## config.mk

```make
export PLATFORM = sky130hd
export DESIGN_NAME = jpeg_byte_stuffer
export DESIGN_NICKNAME = d
export VERILOG_FILES = /design/src/rtl/jpeg_byte_stuffer.sv
export SDC_FILE = /design/constraint.sdc
export NUM_CORES = 1
export LEC_CHECK = 0
export BUFFER_PORTS_ARGS = -buffer_cell sky130_fd_sc_hd__buf_2
export CAP_MARGIN = 40
export CORE_UTILIZATION = 55
export DETAILED_ROUTE_END_ITERATION = 7
export PLACE_DENSITY = 0.84
export SLEW_MARGIN = 0
export SYNTH_ARGS = -nofsm -noshare
export SYNTH_HDL_FRONTEND = slang
export SYNTH_SLANG_ARGS = --single-unit
```

## constraint.sdc

```tcl
create_clock -name clk -period 4.7 [get_ports clk]
set_input_delay 0.705 -clock clk [delete_from_list [all_inputs] [get_ports clk]]
set_output_delay 0.705 -clock clk [all_outputs]
set_load 0.05 [all_outputs]
```

## src/rtl/jpeg_byte_stuffer.sv

```systemverilog
// Serialises JPEG bitstream words into a byte stream with 0xFF00 stuffing,
// 1-padding of the final partial byte and an appended EOI marker.
module jpeg_byte_stuffer #(
  parameter int FIFO_DEPTH = 4
) (
  input  logic        clk,
  input  logic        rst,
  input  logic [31:0] word_in,
  input  logic        word_valid,
  input  logic        last_valid,
  input  logic [4:0]  orc_in,
  output logic        word_ready,
  output logic [7:0]  byte_out,
  output logic        byte_valid,
  input  logic        byte_ready,
  output logic        eoi_done,
  output logic        busy,
  output logic        overflow,
  output logic        proto_err
);

  localparam int AW = $clog2(FIFO_DEPTH);

  typedef enum logic [2:0] {IDLE, LOAD, SEND, STUFF, EOI_FF, EOI_D9} state_t;

  // Unused low bits of a partial word are forced to 1; bytes past the
  // valid count are never emitted, so padding the whole tail is harmless.
  function automatic logic [31:0] pad_tail(input logic [31:0] d, input logic [4:0] orc);
    return d | (32'hFFFF_FFFF >> orc);
  endfunction

  function automatic logic [2:0] byte_count(input logic last, input logic [4:0] orc);
    logic [5:0] s;
    s = {1'b0, orc} + 6'd7;
    return last ? s[5:3] : 3'd4;
  endfunction

  logic [37:0]   mem [FIFO_DEPTH];
  logic [AW-1:0] wr_ptr, rd_ptr;
  logic [AW:0]   count;
  logic          full, empty, push, pop, accept;

  logic [37:0]   head;
  logic          head_last;
  logic [31:0]   head_pad;
  logic [2:0]    head_n;

  state_t        state;
  logic [31:0]   shreg;
  logic [2:0]    bytes_left;
  logic          last_r;
  logic          hs, adv, refill;

  assign full   = (count == (AW+1)'(FIFO_DEPTH));
  assign empty  = (count == '0);
  assign push   = word_valid | last_valid;
  assign accept = push & (!full | pop);

  assign head      = mem[rd_ptr];
  assign head_last = head[37];
  assign head_pad  = head_last ? pad_tail(head[31:0], head[36:32]) : head[31:0];
  assign head_n    = byte_count(head_last, head[36:32]);

  // adv: a non-0xFF data byte or a stuffed 0x00 was just accepted
  assign hs     = byte_valid & byte_ready;
  assign adv    = hs & (((state == SEND) & (byte_out != 8'hFF)) | (state == STUFF));
  assign refill = adv & (bytes_left == 3'd0) & !last_r;
  assign pop    = !empty & ((state == IDLE) | refill);

  assign word_ready = !full;
  assign busy       = !empty | (state != IDLE);

  always_ff @(posedge clk) begin
    if (accept)
      mem[wr_ptr] <= {last_valid & ~word_valid,
                      (last_valid & ~word_valid) ? orc_in : 5'd0,
                      word_in};
  end

  always_ff @(posedge clk) begin
    if (rst) begin
      wr_ptr    <= '0;
      rd_ptr    <= '0;
      count     <= '0;
      overflow  <= 1'b0;
      proto_err <= 1'b0;
    end else begin
      if (accept) wr_ptr <= wr_ptr + AW'(1);
      if (pop)    rd_ptr <= rd_ptr + AW'(1);
      case ({accept, pop})
        2'b10:   count <= count + (AW+1)'(1);
        2'b01:   count <= count - (AW+1)'(1);
        default: count <= count;
      endcase
      if (push && !accept)          overflow  <= 1'b1;
      if (word_valid && last_valid) proto_err <= 1'b1;
    end
  end

  always_ff @(posedge clk) begin
    if (rst) begin
      state      <= IDLE;
      byte_out   <= 8'h00;
      byte_valid <= 1'b0;
      eoi_done   <= 1'b0;
    end else begin
      eoi_done <= 1'b0;
      if (adv) begin
        if (bytes_left != 3'd0) begin
          byte_out   <= shreg[31:24];
          shreg      <= shreg << 8;
          bytes_left <= bytes_left - 3'd1;
          state      <= SEND;
        end else if (last_r) begin
          byte_out <= 8'hFF;
          state    <= EOI_FF;
        end else if (!empty) begin
          // Back-to-back load from the FIFO head without a LOAD bubble
          last_r <= head_last;
          if (head_last && head_n == 3'd0) begin
            byte_out <= 8'hFF;
            state    <= EOI_FF;
          end else begin
            byte_out   <= head_pad[31:24];
            shreg      <= head_pad << 8;
            bytes_left <= head_n - 3'd1;
            state      <= SEND;
          end
        end else begin
          byte_valid <= 1'b0;
          state      <= IDLE;
        end
      end else begin
        case (state)
          IDLE: begin
            if (!empty) begin
              shreg      <= head_pad;
              last_r     <= head_last;
              bytes_left <= head_n;
              state      <= LOAD;
            end
          end
          LOAD: begin
            byte_valid <= 1'b1;
            if (bytes_left == 3'd0) begin
              byte_out <= 8'hFF;
              state    <= EOI_FF;
            end else begin
              byte_out   <= shreg[31:24];
              shreg      <= shreg << 8;
              bytes_left <= bytes_left - 3'd1;
              state      <= SEND;
            end
          end
          SEND: begin
            if (hs) begin
              byte_out <= 8'h00;
              state    <= STUFF;
            end
          end
          STUFF: begin
            state <= STUFF;
          end
          EOI_FF: begin
            if (hs) begin
              byte_out <= 8'hD9;
              state    <= EOI_D9;
            end
          end
          EOI_D9: begin
            if (hs) begin
              byte_valid <= 1'b0;
              eoi_done   <= 1'b1;
              state      <= IDLE;
            end
          end
          default: state <= IDLE;
        endcase
      end
    end
  end

endmodule
```

==> results.cfg <==
[clock_network]
cts_buffers = 23
clock_tree.htree_level_count = 1
worstSkewPairLatency_ps = 530
clock-sinks = 212
postCtsSetupRepairBufs = 0
cts_resized = 0
cts_root_buf = sky130_fd_sc_hd__clkbuf_16
path_clk_slew_ps = 60
clockBufferDepth = 3
cts_tree = built
ctsHoldBuffers = 0

[critical_path]
cp-start-kind = flop
critPathTopFamily = buffers and inverters
critical_path_peak_fanout = 35
top_cell_by_count_worst_path = sky130_fd_sc_hd__nand2_1
timing.critical_path.slowest_stage_cell = sky130_fd_sc_hd__mux4_2
critical_path_sink_type = flop
critical_path.n_buffers_inverters = 2
timing_worst_setup_path_type = flop to flop
worst-endpoint-required_ps = 4860
path_cells = buf_4 > mux4_2 > nand2_1 > xnor2_1 > nand2_1 > ha_1 > nand2_1 > a21oi_4 > nor3_1 > o21ai_0 > a31oi_4 > buf_4
timing.critical_path.slowest_cell_delay_ps = 690
worstPathArrival_ps = 4040

[yosys]
synthXorXnorAreaFrac_pct = 0.779
synth_edf_count = 188
synth_compound_gate_area_share_pct = 9.93
postSynthRegisterBits = 212
synth_ff_type = sky130_fd_sc_hd__edfxtp_1
synth.cell_area_um2 = 8990
synthDominantCellAreaShare_pct = 62.8
post_synth_main_area_contributors = sky130_fd_sc_hd__edfxtp_1 63%, sky130_fd_sc_hd__mux4_2 8.8%, sky130_fd_sc_hd__dfxtp_1 5.3%
synth.largest_area_cell = sky130_fd_sc_hd__edfxtp_1
syn_avg_cell_area_um2 = 15.3
ys_async_sr_fraction_pct = 0
adder_cell_fraction_of_synth_area_pct = 1.34
largest_family_of_logic_cells_by_synthesized_area = multiplexers
yosys.area_share.simple_pct = 7.85
synthCells = 587
syn-num-nets = 638
yosys_warnings = 0
yosysUniqueCellTypes = 58
synth_seq_area_share_pct = 68.1
synth_mux_area_share_pct = 10.2

[die]
io_pins = 56
floorplan.die.height_um = 130
num_rows = 46
floorplan.die.width_um = 130
coreArea_um2 = 15900
effective_utilization_at_floorplan_pct = 56.4
floorplan.die_area_um2 = 16900

[finish]
final_common_cell = sky130_fd_sc_hd__edfxtp_1
num_antenna_cells = 0
post_route_cells_drive_above_1_share_pct = 23.7
layout-area-overhead-vs-synth_pct = 14.7
layout.cells.most_common_list = 188 x sky130_fd_sc_hd__edfxtp_1, 55 x sky130_fd_sc_hd__buf_2, 47 x sky130_fd_sc_hd__nor2_1, 40 x sky130_fd_sc_hd__nand2_1, 35 x sky130_fd_sc_hd__mux4_2
nNetsFinal = 704
final_cells = 886

[place]
post-place-cells = 844
place_congestion = 0.932
io_buffers = 55
place.detailed.hpwl_mm = 11.8

[pwr]
vdd_drop_max_mv = 0.414
p_per_area_nw_per_um2 = 677
p_leak_nw = 3.49

[run]
drv.max_cap_violation_count = 0

[timing]
setup_violations = 0
unrepaired_setup_endpoints_after_global_routing = false
worst_slew_pin_slew_ps = 940
finalCriticalPeriod_ps = 3870
hold_violations = 0
slew-limit-headroom_pct = 37.2
clock.fmax_mhz = 258
min_period_over_period_pct = 82.4
timing.clock.skew_ps = 11.4
final_max_slew_viol_count = 0
final_layout_setup_total_negative_slack_ps = 0

[global_routing]
overflow = 0
grt_first_pass_wirelength_mm = 29.5
globalRouteTotalUtil_pct = 23.9
grt_max_degree = 39
grt_pass1_vias = 5560
antenna_found_initial = 0

[drt]
wirelength_mm = 19.4
routedWlPerCell_um = 21.9
detailedRoute.firstIterationViolations = 553
detailroute.via_count = 5547
drt.antenna.violating_nets = 0
drc = 0
via_per_inst = 6.26
dr.pass1.iters = 5

[worst_hold_path]
worst_hold_path_type = primary input to flop

[run_status]
outcome = finished clean
## cell usage after synthesis (5+ instances only)
cell and n:
sky130_fd_sc_hd__a31oi_1 6, sky130_fd_sc_hd__mux2i_1 5, sky130_fd_sc_hd__nor3_1 12, sky130_fd_sc_hd__clkbuf_1 19, sky130_fd_sc_hd__ha_1 8, sky130_fd_sc_hd__nand2_1 40, sky130_fd_sc_hd__a22oi_1 6, sky130_fd_sc_hd__a211oi_1 13
sky130_fd_sc_hd__nand3_1 10, sky130_fd_sc_hd__nor2b_1 5, sky130_fd_sc_hd__a21oi_1 26, sky130_fd_sc_hd__o221ai_1 15, sky130_fd_sc_hd__o21ai_0 23, sky130_fd_sc_hd__nor2_1 47, sky130_fd_sc_hd__o31ai_1 6, sky130_fd_sc_hd__xnor2_1 6
sky130_fd_sc_hd__edfxtp_1 188, sky130_fd_sc_hd__inv_1 13, sky130_fd_sc_hd__and2_1 13, sky130_fd_sc_hd__dfxtp_1 24, sky130_fd_sc_hd__mux4_2 35
## routing by layer
layer / part of all wire (%) / global-route usage, % / vias to the layer above
met5: 0 / 0 / -
met4: 4.2 / 12.0 / 0
met3: 7.7 / 4.67 / 66
met2: 50 / 40.6 / 285
met1: 38 / 29.5 / 2732
li1: - / - / 2464
## flip-flops by register name, indices dropped and copies added (netlist names), named ones only
signal	count
shreg	32
byte_valid	1
byte_out	8
mem	152
wr_ptr	2
proto_err	1
last_r	1
rd_ptr	2
eoi_done	1
bytes_left	3
overflow	1
state	3
count	3
## final cells by class
type | instances | area, um2
Sequential cell | 212 | 6130
Fill cell | 1106 | 5630
Multi-Input combinational cell | 335 | 2720
Clock buffer | 26 | 618
Timing Repair Buffer | 67 | 365
Tap cell | 216 | 270
Clock inverter | 16 | 161
Inverter | 14 | 52.6
## where the power goes
part | leakage [nW] | total (W) | switching [W] | internal [W]
clock network | 0.383 | 0.00181 | 0.000743 | 0.00107
registers | 1.95 | 0.00286 | 0.000210 | 0.00265
logic | 1.16 | 0.00231 | 0.00148 | 0.000826
## metrics by stage
step / instance area, um2 / power [W] / hold WS, ps / setup slack [ps] / utilization, %
finish: 10300 / 0.00698 / 395 / 827 / 64.7
global route: 10300 / 0.00728 / 379 / 491 / 64.7
CTS: 10300 / 0.00698 / 380 / 816 / 64.7
detailed placement: 9540 / 0.00512 / 472 / 860 / 59.8
global placement: 9540 / 0.00501 / 443 / 953 / 59.8
floorplan: 9000 / 0.00449 / 485 / 632 / -
## final timing paths
path | start | end | slack [ps] | cells after the start
max | flop | shreg[4] | 830 | 12
min | word_in[5] | mem[2][5] | 400 | 1
max reg2reg | flop | shreg[4] | 830 | 12
min reg2reg | overflow | overflow | 480 | 2
## cells by family after synthesis
kind of cell / Yosys count
fa+ha+maj: 9
flops: 212
mux: 43
simple gates: 149
xor+xnor: 8
buf+inv: 40
compound gates: 126
Note: power is estimated with default switching activity, not from simulation.
